## src/rtl/game_flow_ctrl.sv

```systemverilog
// Game-flow FSM for the FireBoy/IceGirl top level: level progression, shared lives,
// timed revive and loader handshake. Define GAME_FLOW_PAUSE_EN to enable the PAUSED state.
module game_flow_ctrl #(
  parameter int NUM_PLAYERS   = 2,
  parameter int NUM_LEVELS    = 4,
  parameter int LIVES         = 3,
  parameter int REVIVE_FRAMES = 60,
  localparam int LW = (NUM_LEVELS > 1) ? $clog2(NUM_LEVELS) : 1,
  localparam int VW = (LIVES > 0) ? $clog2(LIVES + 1) : 1,
  localparam int CW = (REVIVE_FRAMES > 0) ? $clog2(REVIVE_FRAMES + 1) : 1
) (
  input  logic                   Clk,
  input  logic                   Reset_n,
  input  logic                   frame_tick,
  input  logic                   start,
  input  logic [NUM_PLAYERS-1:0] player_dead,
  input  logic [NUM_PLAYERS-1:0] player_at_door,
  input  logic                   level_ready,
  output logic [2:0]             state,
  output logic [LW-1:0]          level,
  output logic [VW-1:0]          lives,
  output logic [NUM_PLAYERS-1:0] player_en,
  output logic [NUM_PLAYERS-1:0] revive,
  output logic                   level_load,
  output logic                   gameover,
  output logic                   gamewin
);

  typedef enum logic [2:0] {
    S_IDLE    = 3'd0,
    S_LOAD    = 3'd1,
    S_PLAY    = 3'd2,
    S_DYING   = 3'd3,
    S_LVLDONE = 3'd4,
    S_OVER    = 3'd5,
    S_WIN     = 3'd6,
    S_PAUSED  = 3'd7
  } state_t;

  state_t        cur;
  logic          start_q;
  logic          start_edge;
  logic [LW-1:0] lvl_r;
  logic [VW-1:0] lives_r;
  logic [CW-1:0] cnt;
  logic          rev_pend;

  assign start_edge = start & ~start_q;

  // Outputs decode the pre-edge state, so every output trails its transition by one cycle;
  // rev_pend marks entries into PLAY that must emit a revive pulse.
  always_ff @(posedge Clk or negedge Reset_n) begin
    if (!Reset_n) begin
      cur        <= S_IDLE;
      start_q    <= 1'b0;
      lvl_r      <= '0;
      lives_r    <= '0;
      cnt        <= '0;
      rev_pend   <= 1'b0;
      state      <= '0;
      level      <= '0;
      lives      <= '0;
      player_en  <= '0;
      revive     <= '0;
      level_load <= 1'b0;
      gameover   <= 1'b0;
      gamewin    <= 1'b0;
    end else begin
      start_q    <= start;
      rev_pend   <= 1'b0;
      state      <= cur;
      level      <= lvl_r;
      lives      <= lives_r;
      player_en  <= {NUM_PLAYERS{cur == S_PLAY}};
      revive     <= {NUM_PLAYERS{rev_pend}};
      level_load <= (cur == S_LOAD);
      gameover   <= (cur == S_OVER);
      gamewin    <= (cur == S_WIN);

      case (cur)
        S_IDLE: begin
          if (start_edge) begin
            lvl_r   <= '0;
            lives_r <= VW'(LIVES);
            cur     <= S_LOAD;
          end
        end

        S_LOAD: begin
          if (level_ready) begin
            rev_pend <= 1'b1;
            cur      <= S_PLAY;
          end
        end

        S_PLAY: begin
          if (|player_dead) begin
            if (lives_r == '0) begin
              cur <= S_OVER;
            end else begin
              lives_r <= lives_r - VW'(1);
              cnt     <= CW'(REVIVE_FRAMES);
              cur     <= S_DYING;
            end
          end else if (&player_at_door) begin
            cur <= S_LVLDONE;
          end
`ifdef GAME_FLOW_PAUSE_EN
          else if (start_edge) begin
            cur <= S_PAUSED;
          end
`endif
        end

        S_DYING: begin
          if (REVIVE_FRAMES == 0) begin
            rev_pend <= 1'b1;
            cur      <= S_PLAY;
          end else if (frame_tick) begin
            cnt <= cnt - CW'(1);
            if (cnt == CW'(1)) begin
              rev_pend <= 1'b1;
              cur      <= S_PLAY;
            end
          end
        end

        S_LVLDONE: begin
          if (lvl_r == LW'(NUM_LEVELS - 1)) begin
            cur <= S_WIN;
          end else begin
            lvl_r <= lvl_r + LW'(1);
            cur   <= S_LOAD;
          end
        end

        S_OVER, S_WIN: begin
          if (start_edge) begin
            lvl_r   <= '0;
            lives_r <= VW'(LIVES);
            cur     <= S_LOAD;
          end
        end

        S_PAUSED: begin
`ifdef GAME_FLOW_PAUSE_EN
          if (start_edge) begin
            cur <= S_PLAY;
          end
`else
          cur <= S_IDLE;
`endif
        end

        default: cur <= S_IDLE;
      endcase
    end
  end

endmodule
```

## config.mk

```make
export PLATFORM = sky130hd
export DESIGN_NAME = game_flow_ctrl
export DESIGN_NICKNAME = d
export VERILOG_FILES = /design/src/rtl/game_flow_ctrl.sv
export SDC_FILE = /design/constraint.sdc
export NUM_CORES = 1
export LEC_CHECK = 0
export CAP_MARGIN = 20
export CORE_MARGIN = 2
export CORE_UTILIZATION = 51
export DETAILED_ROUTE_END_ITERATION = 12
export PLACE_DENSITY = 0.78
export SLEW_MARGIN = 20
export SYNTH_ARGS = -nofsm -noshare
export SYNTH_HDL_FRONTEND = slang
export SYNTH_SLANG_ARGS = --single-unit
```

## constraint.sdc

```tcl
create_clock -name Clk -period 2 [get_ports Clk]
set_input_delay 0.6 -clock Clk [delete_from_list [all_inputs] [get_ports Clk]]
set_output_delay 0.6 -clock Clk [all_outputs]
set_load 0.02 [all_outputs]
```

# Word level (Yosys, flattened, before mapping)
# Index checks and enable logic that the tools add are counted.
# totals
register_bits	27
inputBits	9
output_inout_bits	14
# classes
add_sub_neg	3
n_eq_ne	17
n_mux	24
n_bitwise	2
n_reduce_logical	12
# ops
cell	n
$mux W3	8
$mux W6	3
$pmux W3 S6	1
$eq A3 B3 Y1 const B	4
$pmux W6 S2	1
$mux W2	5
$ne A2 B2 Y1 const B	5
$pmux W2 S2	2
$reduce_and A4 Y1	2
$eq A3 B2 Y1 const B	2
$eq A6 B1 Y1 const B	1
$reduce_bool A2 Y1	3
$sub A6 B1 Y6 const B	1
$reduce_and A5 Y1	1
$ne A2 B1 Y1 const B	2
$eq A3 B1 Y1 const B	1
$logic_not A3 Y1	1
$mux W1	3
$ne A3 B1 Y1 const B	1
$reduce_and A3 Y1	1
$reduce_or A3 Y1	1
$add A2 B1 Y2 const B	1
$eq A2 B2 Y1 const B	1
$logic_not A2 Y1	1
6 further kinds	6

# Longest topological paths before layout
# Gate-level depths: netlist of run 1.
# logic_depth
ltp_word	4
mapped_depth	7

# Worst setup path after synthesis of run 1
# No wires, ideal clock.
# synth_path
path_type	reg2reg
from	reg cur[1]
to	reg cnt[5]
setup_ns	0.118
t_arrival_ns	1.650
path_slack_ns	0.232
path_stages_with_launch	7
path_cell_list	dfrtp_1 -> or3b_1 -> buf_2 -> o32a_1 -> buf_6 -> a31o_1 -> a21o_1
# synth_via
elab_chain_len	3
elab_cells_between_ends	8
# synth_rtl
element	line_no	text
start: declaration	40	state_t cur;
start signal: assignment	54	cur <= S_IDLE;
start signal: assignment	85	cur <= S_LOAD;
start signal: assignment	92	cur <= S_PLAY;
$eq A3 B2 Y1	80	case (cur)
$ne A2 B2 Y1 (no source line) (tied with other cells)	-	
$reduce_and A4 Y1 (no source line)	-	
end signal: assignment	102	cnt <= CW'(REVIVE_FRAMES);
end signal: assignment	120	cnt <= cnt - CW'(1);
end: declaration	45	logic [CW-1:0] cnt;
# Several ways; a longest one is shown, not always the timed one.
# A chain may end at the register's enable or synchronous reset.

# Final worst setup path of run 1
# layout_path
from	reg, netlist name revive[0]
to	out revive[0]
# layout_rtl
element	line_no	text
end: declaration	23	output logic [NUM_PLAYERS-1:0] revive,
# No word-level cell between the ends.

==> impl_metrics.csv, run 1 <==
group,metric,value,unit
timing,grt_setup_unrepaired,"false",
place,place.gp.congestion,0.859,
timing,fmax,527,MHz
final_layout,mostFrequentLayoutCells,"dfrtp_1 (27), clkdlybuf4s50_1 (22), buf_4 (12)",
cts,cts_tree,"done",
place,hpwl,2070,um
global_routing,grt_pass1_wl,4540,um
place,dp_cells,178,
worst_setup_path,cp_data_required_time,1.40,ns
worst_setup_path,worst-r2r-setup-slack,0.21,ns
routing,post_drt_wl_per_cell,15.0,um
timing,whs,0.371,ns
place,portBuffers,22,
worst_hold_path,hold_path_end,"revive[0]$_DFF_PN0_",
global_routing,grt_use_total,0.218,
worst_hold_path,min_from,"rev_pend$_DFF_PN0_",
final_layout,fin_util,0.664,
timing,finalSetupTns,0,ns
worst_hold_path,hold_class,"flip-flop to flip-flop",
worst_setup_path,worstSetupPathType,"flip-flop to primary output",
routing,drcViolationCount,0,
worst_setup_path,crit_chain,"clkdlybuf4s50_1",
power_and_ir_drop,switching_share,0.403,
synth,synth.avg_cell_area,10.6,um2
worst_setup_path,start_kind,"flip-flop",
final_layout,antenna_cells,0,
routing,dr.pass1.iters,4,
cts,cts.clk_slew.worst_paths,0.14,ns
final_layout,area_delta_synth_final,25.8,%
worst_hold_path,whs_path_depth,0,
floorplanning,io-pin-count,23,
synth,ys_warn_count,0,
power_and_ir_drop,p_int,0.00131,W
power_and_ir_drop,ir_drop,0.000879,V
worst_setup_path,slowest_stage,"clkdlybuf4s50_1",
routing,route.vias.total,1017,
cts,cts_setup_buffers,0,
synth,syn_nets,134,
power_and_ir_drop,switching_power,0.000885,W
floorplanning,die_y,54.2,um
worst_setup_path,reg2reg_from,"cur[1]$_DFFE_PN0P_",
timing,final.period_utilization,0.948,
timing,maxSlewViolCount,0,
power_and_ir_drop,total_power,0.00220,W
synth,syn-instance-count,121,
floorplanning,coreArea,2430,um2
routing,ant_nets,0,
synth,synth-seq-cells,27,
global_routing,gr-total-overflow,0,
power_and_ir_drop,p_clk_frac,0.107,
floorplanning,fp.dieArea,2930,um2
synth,synth_edf_count,0,
routing,via_per_inst,5.59,
worst_setup_path,end_kind,"primary output",
timing,clock_skew,0.00206,ns
worst_setup_path,max_stage_delay,0.60,ns
final_layout,nets,166,
power_and_ir_drop,power.density,1360,nW/um2
floorplanning,start_util,0.528,
synth,syn_area,1280,um2
timing,setup_viol_count_final,0,
routing,drt-total-wl,2730,um
cts,clk_latency,0.32,ns
synth,async_flop_share,1.00,
final_layout,layout_commonest_cell,"dfrtp_1",
synth,ys_types,45,
outcome,outcome,"finished clean",
worst_setup_path,path_max_fanout,2,
power_and_ir_drop,power_frac_comb,0.512,
timing,max_slew_margin,0.745,
power_and_ir_drop,p_leak,0.710,nW
global_routing,grt_pass1_vias,1085,
cts,cts_hold_buf,0,
cts,numClockSinks,27,
worst_setup_path,startpoint,"revive[0]$_DFF_PN0_",
cts,cts_htree_levels,1,
worst_setup_path,reg2reg_depth,4,
timing,hold_violations,0,
timing,worst_pin_slew,0.379,ns
job,max_cap_violations,0,
cts,cts_resized,0,
global_routing,antenna_found_initial,0,
routing,drt-initial-drc-count,20,
worst_setup_path,critical_path_arrival,1.30,ns
cts,cts_buffers,3,
worst_setup_path,reg2reg_to,"cnt[5]$_DFFE_PN0P_",
synth,yosysTopAreaCell,"dfrtp_1",
worst_setup_path,cp_num_buf_inv,1,
floorplanning,rows,18,
cts,cts-root-buf,"clkbuf_4",
worst_setup_path,critical-path-top-delay-family,"buffers and inverters",
cts,cts.path.max_buffers,2,
synth,ys_seq_area_frac,0.526,
final_layout,drive_above_1_share,0.118,
timing,min_period,1.90,ns
floorplanning,die_w,54.2,um
synth,yosys-top-cells-area,"dfrtp_1 (53%), ha_1 (3.9%), a21oi_1 (3.1%)",
synth,synth_top_area_frac,0.526,
power_and_ir_drop,seq_power_share,0.381,
global_routing,grt_start_max_net_pins,28,
final_layout,finalNonFillerCells,182,
synth,synthFlopType,"dfrtp_1",
per-stage QoR:
| step | cell area [um2] | setup WS, ns |
|---|---|---|
| 2_1_floorplan | 1280 | 0.232 |
| 3_3_place_gp | 1590 | -0.120 |
| 3_5_place_dp | 1590 | -0.169 |
| 4_1_cts | 1620 | 0.0824 |
| 5_1_grt | 1620 | 0.0497 |
| 6_report | 1620 | 0.104 |
routing by layer:
layer	routed length [um]	share of wire	global-route usage
met2	1460	0.54	0.382
met4	15	0.0055	0.113
met5	0	0	0
met1	1180	0.43	0.256
met3	72	0.026	0.0306
area by class of cell:
class,instances,area [um2]
well taps,30,37.5
inverters,7,26.3
repair buffers,34,310
clock buffers,4,26.3
flip-flops and latches,27,676
fillers,205,817
multi-input cells,80,539
worst max-delay path by stage:
stage	to	slack (ns)	cells after the start
finish	revive[0]	0.10	1
global route	revive[0]	0.05	1
CTS	revive[0]	0.08	1
detailed placement	lvl_r[1]$_DFFE_PN0P_	-0.17	5
global placement	lvl_r[1]$_DFFE_PN0P_	-0.12	5
floorplan	cnt[5]$_DFFE_PN0P_	0.23	6
Yosys cell counts, types with 2 or more instances:
cell type / count
nor2b_1: 6
buf_4: 2
o21ai_0: 2
o22ai_1: 5
or3_1: 2
and3_1: 2
nor3_1: 3
o31ai_1: 2
a211o_1: 2
a21oi_1: 8
nand2_1: 6
inv_1: 7
a21o_1: 2
and2_1: 2
nand3b_1: 2
ha_1: 4
a31oi_1: 2
nand4b_1: 2
dfrtp_1: 27
nor2_1: 6
clkbuf_1: 3
power by group through the flow:
stage                     Combinational (W)  Clock [W]  Sequential [W]
final                               0.00112   0.000235        0.000837
after global routing                0.00124   0.000256        0.000864
after CTS                           0.00112   0.000242        0.000838
after detailed placement            0.00112          0        0.000851
after global placement              0.00106          0        0.000839
after floorplan                    0.000622          0        0.000923
state kept, by name, summed over array words and instances (netlist names):
register and count:
cnt 6, cur 3, gameover 1, gamewin 1, level 2, level_load 1, lives 2, lives_r 2
lvl_r 2, player_en 1, rev_pend 1, revive 1, start_q 1, state 3
kinds of logic (layout without fill, tap and decap cells):
group	after synthesis	after routing	synth area share
fa+ha+maj	4	4	0.0390
xor+xnor	1	1	0.00682
flops	27	27	0.526
simple gates	41	41	0.192
compound gates	32	32	0.166
buf+inv	14	45	0.0536
mux	2	2	0.0166
No activity file was read; power rests on OpenSTA's default activity.
==> run 2, diff against run 1 <==
- ABC_AREA: unset -> 1
- PLACE_DENSITY: 0.78 -> 0.77
==> run 2 against run 1 <==
Clock power down 4%; synthesized area up 5.3%; power up 18%; sequential power up 14%; clock skew up 0.0057 ns.
==> impl_metrics.csv, run 2 <==
group,metric,value,unit
outcome,outcome,"finished clean",
cts,cts_hold_buf,0,
final_layout,design_area,1610,um2
floorplanning,coreArea,2500,um2
final_layout,area_delta_synth_final,18.8,%
final_layout,largest_register_ffs,6,
power_and_ir_drop,p_int,0.00140,W
global_routing,grt_pass1_wl,4070,um
final_layout,regArea,676,um2
job,max_cap_violations,0,
worst_setup_path,critical-path-top-delay-family,"buffers and inverters",
final_layout,antenna_cells,0,
floorplanning,fp.dieArea,3080,um2
floorplanning,die_w,55.5,um
final_layout,num-fill-cells,217,
worst_setup_path,cp_num_buf_inv,1,
power_and_ir_drop,power_frac_comb,0.547,
floorplanning,start_util,0.541,
final_layout,layout_commonest_cell,"nand2_1",
routing,dr.pass1.iters,4,
place,dp_cells,201,
routing,wl_met3,145,um
synth,async_flop_share,1.00,
place,place_area,1580,um2
synth,ys_warn_count,0,
final_layout,mostFrequentLayoutCells,"nand2_1 (34), dfrtp_1 (27), clkdlybuf4s50_1 (22)",
routing,drt-initial-drc-count,47,
synth,ys_top_cells_by_count,"nand2_1 (34), dfrtp_1 (27), inv_1 (20)",
synth,syn_area,1350,um2
cts,cts.clk_slew.worst_paths,0.13,ns
cts,cts_setup_buffers,0,
synth,yosys-top-cells-area,"dfrtp_1 (50%), nand2_1 (9.4%), inv_1 (5.6%)",
worst_setup_path,critical_path_arrival,1.30,ns
cts,cts_buffers,3,
worst_setup_path,crit_chain,"clkdlybuf4s50_1",
synth,syn-instance-count,152,
timing,maxSlewViolCount,0,
cts,cts-root-buf,"clkbuf_4",
global_routing,gr-total-overflow,0,
final_layout,reg_top3,"cnt: 6 flops, cur: 3 flops, state: 3 flops",
final_layout,multi_input_area,551,um2
cts,numClockSinks,27,
synth,synth_edf_count,0,
power_and_ir_drop,seq_power_share,0.367,
worst_setup_path,start_kind,"flip-flop",
routing,route.vias.total,1075,
synth,synthFlopType,"dfrtp_1",
worst_hold_path,hold_class,"flip-flop to flip-flop",
power_and_ir_drop,p_leak,0.805,nW
cts,cts_tree,"done",
routing,via_per_inst,5.24,
floorplanning,rows,18,
synth,yosysMostFrequentCell,"nand2_1",
final_layout,finalNonFillerCells,205,
worst_setup_path,worstSetupPathType,"flip-flop to primary output",
cts,cts.path.max_buffers,2,
routing,drcViolationCount,0,
power_and_ir_drop,switching_share,0.461,
worst_setup_path,max_stage_delay,0.61,ns
timing,worst_pin_slew,0.525,ns
routing,wl_met1,1090,um
global_routing,grt_start_max_net_pins,28,
worst_setup_path,cp_data_required_time,1.40,ns
synth,yosysTopAreaCell,"dfrtp_1",
timing,hold_violations,0,
cts,clk_latency,0.32,ns
synth,synth.avg_cell_area,8.89,um2
place,hpwl,1850,um
place,place.gp.congestion,0.840,
power_and_ir_drop,power.density,1620,nW/um2
cts,cts_htree_levels,1,
worst_setup_path,worst-r2r-setup-slack,0.49,ns
floorplanning,die_y,55.5,um
routing,post_drt_wl_per_cell,11.8,um
synth,ys_types,24,
routing,met2_wirelength,1130,um
synth,synth_top_area_frac,0.500,
routing,route.top_layer_used,"met4",
synth,syn_nets,165,
synth,ys_seq_area_frac,0.500,
cts,cts_resized,0,
floorplanning,io-pin-count,23,
timing,min_period,1.90,ns
timing,fmax,527,MHz
global_routing,grt_pass1_vias,927,
final_layout,drive_above_1_share,0.126,
final_layout,nets,189,
place,portBuffers,22,
timing,finalSetupTns,0,ns
worst_setup_path,slowest_stage,"clkdlybuf4s50_1",
worst_setup_path,end_kind,"primary output",
routing,drt-total-wl,2420,um
final_layout,top_register,"cnt",
global_routing,grt_use_total,0.166,
power_and_ir_drop,p_clk_frac,0.087,
power_and_ir_drop,ir_drop,0.000793,V
timing,setup_viol_count_final,0,
timing,clock_skew,0.00779,ns
routing,ant_nets,0,
worst_setup_path,path_max_fanout,2,
timing,max_slew_margin,0.650,
power_and_ir_drop,switching_power,0.00120,W
timing,grt_setup_unrepaired,"false",
timing,final.period_utilization,0.949,
global_routing,antenna_found_initial,0,
synth,synth-seq-cells,27,
## run 2: path summary, 6_finish.rpt
kind	from	end	cells after the start
worst min-delay path	rev_pend$_DFF_PN0_	revive[0]$_DFF_PN0_	0
worst min register to register	rev_pend$_DFF_PN0_	revive[0]$_DFF_PN0_	0
worst max register to register	cur[2]$_DFFE_PN0P_	cnt[4]$_DFFE_PN0P_	8
worst max-delay path	player_en[0]$_DFF_PN0_	player_en[1]	1
min in group asynchronous	Reset_n	cur[1]$_DFFE_PN0P_	2
max in group asynchronous	Reset_n	lives[0]$_DFF_PN0_	2
## run 2: kinds of logic (layout without fill, tap and decap cells)
logic type | count (synthesis) | count (layout) | synth area share
adder cells (fa/ha/maj) | 4 | 4 | 0.0370
AO/OA/AOI/OAI | 18 | 18 | 0.0722
AND/OR/NAND/NOR | 77 | 77 | 0.298
buffers and inverters | 26 | 49 | 0.0926
flip-flops | 27 | 27 | 0.500
## run 2: power groups by stage
stage,sequential [W],combinational [W],clock (W)
floorplan,0.000998,0.000996,0
global placement,0.000953,0.00135,0
detailed placement,0.000967,0.00141,0
CTS,0.000956,0.00142,0.000234
global route,0.000985,0.00158,0.000256
finish,0.000954,0.00142,0.000225
## run 2: layout make-up
class                           instances  area share
Sequential cell                        27       0.421
Multi-Input combinational cell         99       0.343
Timing Repair Buffer                   23       0.142
Inverter                               22      0.0546
Tap cell                               30      0.0234
Clock buffer                            4      0.0164
## run 2: stage by stage
stage	power [W]	util	worst slack (ns)	hold slack (ns)
final	0.00260	0.642	0.102	0.363
after CTS	0.00261	0.642	0.0743	0.367
after detailed placement	0.00238	0.632	0.184	0.336
after global routing	0.00282	0.642	0.0348	0.380
after global placement	0.00231	0.632	0.231	0.336
after floorplan	0.00199	-	0.709	0.304
## run 2: routing by layer
metal	vias to the layer above	track usage
met5	-	0
met4	0	0.0732
met2	39	0.252
li1	533	-
met1	496	0.235
met3	7	0.0258
==> run 3, diff against run 2 <==
- CELL_PAD_IN_SITES_DETAIL_PLACEMENT: unset -> 2
- CELL_PAD_IN_SITES_GLOBAL_PLACEMENT: unset -> 2
- CORE_UTILIZATION: 51 -> 31
- PLACE_DENSITY: 0.77 -> unset
- PLACE_DENSITY_LB_ADDON: unset -> 0.1
- SLEW_MARGIN: 20 -> 0
==> run 3 against run 2 <==
Non-clock buffer count unchanged; sequential power increased by 2%; worst hold slack got worse by 0.0042 ns; critical endpoint unchanged.
==> impl_metrics.csv, run 3 (synthesis gave the netlist of run 2 again) <==
group,metric,value,unit
outcome,outcome,"finished clean",
worst_setup_path,end_kind,"primary output",
cts,cts_buffers,3,
worst_hold_path,hold_path_end,"revive[0]$_DFF_PN0_",
place,hpwl,2640,um
timing,hold_violations,0,
timing,max_slew_margin,0.626,
final_layout,layout_commonest_cell,"nand2_1",
worst_setup_path,worstSetupPathType,"flip-flop to primary output",
worst_setup_path,reg2reg_depth,8,
global_routing,antenna_found_initial,0,
worst_setup_path,reg2reg_to,"cnt[3]$_DFFE_PN0P_",
job,max_cap_violations,0,
global_routing,grt_pass1_wl,5810,um
worst_setup_path,max_stage_delay,0.61,ns
final_layout,top_register,"cnt",
cts,clk_latency,0.27,ns
cts,cts_htree_levels,1,
cts,cts_resized,0,
cts,numClockSinks,27,
cts,cts.clk_slew.worst_paths,0.09,ns
cts,cts_setup_buffers,0,
worst_setup_path,slowest_stage,"clkdlybuf4s50_1",
final_layout,drive_above_1_share,0.126,
timing,worst_pin_slew,0.561,ns
power_and_ir_drop,p_leak,0.813,nW
power_and_ir_drop,ir_drop,0.000644,V
timing,finalSetupTns,0,ns
worst_setup_path,startpoint,"player_en[0]$_DFF_PN0_",
global_routing,gr-total-overflow,0,
worst_hold_path,hold_class,"flip-flop to flip-flop",
timing,fmax,543,MHz
timing,setup_viol_count_final,0,
floorplanning,coreArea,4260,um2
floorplanning,start_util,0.317,
cts,cts_hold_buf,0,
final_layout,antenna_cells,0,
final_layout,mostFrequentLayoutCells,"nand2_1 (34), dfrtp_1 (27), clkdlybuf4s50_1 (22)",
floorplanning,die_w,70.0,um
final_layout,num-fill-cells,506,
worst_setup_path,start_kind,"flip-flop",
routing,drcViolationCount,0,
routing,drt-initial-drc-count,22,
routing,post_drt_wl_per_cell,14.7,um
place,portBuffers,22,
timing,maxSlewViolCount,0,
routing,dr.pass1.iters,3,
global_routing,grt_use_total,0.151,
worst_hold_path,whs_path_depth,0,
routing,route.vias.total,1101,
worst_setup_path,path_max_fanout,2,
global_routing,met2_usage,0.286,
floorplanning,fp.dieArea,4900,um2
place,place.gp.congestion,0.735,
timing,clock_skew,0.00584,ns
worst_hold_path,min_from,"rev_pend$_DFF_PN0_",
worst_setup_path,critical_path_arrival,1.24,ns
final_layout,largest_register_ffs,6,
floorplanning,rows,24,
worst_setup_path,crit_chain,"clkdlybuf4s50_1",
cts,cts.path.max_buffers,2,
power_and_ir_drop,power.density,1660,nW/um2
timing,min_period,1.84,ns
worst_setup_path,critical-path-top-delay-family,"buffers and inverters",
worst_setup_path,worst-r2r-setup-slack,0.41,ns
global_routing,grt_pass1_vias,1212,
floorplanning,io-pin-count,23,
floorplanning,die_y,70.0,um
timing,final.period_utilization,0.921,
final_layout,reg_top3,"cnt: 6 flops, cur: 3 flops, state: 3 flops",
routing,ant_nets,0,
worst_setup_path,cp_num_buf_inv,1,
global_routing,grt_start_max_net_pins,28,
routing,via_per_inst,4.85,
cts,cts_tree,"done",
global_routing,grt_use_met3,0.0289,
routing,drt-total-wl,3330,um
place,pre_cts_ws,0.134,ns
global_routing,use_met1,0.173,
final_layout,area_delta_synth_final,22.2,%
cts,cts-root-buf,"clkbuf_8",
worst_setup_path,cp_data_required_time,1.40,ns
worst_setup_path,reg2reg_from,"cur[2]$_DFFE_PN0P_",
final_layout,nets,189,
timing,fin_ws,0.158,ns
timing,grt_setup_unrepaired,"false",
global_routing,grt.busiest_layer,"met2",
## run 3: area by class of cell
class / instances / area (um2) / area share
Multi-Input combinational cell: 99 / 551 / 0.333
Timing Repair Buffer: 23 / 228 / 0.138
Sequential cell: 27 / 676 / 0.409
Clock buffer: 4 / 45.0 / 0.0273
Inverter: 22 / 87.6 / 0.0530
Tap cell: 52 / 65.1 / 0.0394
## run 3: how the worst max path moves through the flow
| stage | cells after the start | slack (ns) | endpoint |
|---|---|---|---|
| after floorplan | 6 | 0.71 | cur[1]$_DFFE_PN0P_ |
| after global placement | 7 | 0.15 | cur[2]$_DFFE_PN0P_ |
| after detailed placement | 7 | 0.13 | cur[2]$_DFFE_PN0P_ |
| after CTS | 1 | 0.13 | player_en[1] |
| after global routing | 1 | 0.11 | player_en[1] |
| final | 1 | 0.16 | player_en[1] |
## run 3: per-stage QoR
stage	total power [W]	instances	util	hold slack [ns]	instance area, um2
2_1_floorplan	0.00199	152	-	0.304	1350
3_3_place_gp	0.00240	223	0.377	0.332	1610
3_5_place_dp	0.00248	223	0.377	0.341	1610
4_1_cts	0.00281	227	0.387	0.362	1650
5_1_grt	0.00303	227	0.387	0.377	1650
6_report	0.00275	227	0.387	0.359	1650
## run 3: where the power goes
part / switching (W) / internal [W] / total (W) / leakage (nW)
Clock: 0.000165 / 0.000143 / 0.000308 / 0.0228
Combinational: 0.000911 / 0.000556 / 0.00147 / 0.447
Sequential: 0.000202 / 0.000770 / 0.000971 / 0.343
Total: 0.00128 / 0.00147 / 0.00275 / 0.813
## run 3: worst register-to-register path, cell delays in order, from the launching register on
cell	delay (ns)
dfrtp_1	0.71
inv_6	0.08
nand3_2	0.13
inv_2	0.07
nand2_2	0.08
nand2_2	0.07
nor2_4	0.22
nand2_1	0.09
o21ai_1	0.08
## run 3: routing by layer
| layer | wire [um] | vias to the layer above |
|---|---|---|
| met2 | 1790 | 16 |
| met3 | 99 | 4 |
| met1 | 1410 | 552 |
| met4 | 33 | 0 |
| li1 | - | 529 |
| met5 | 0 | - |
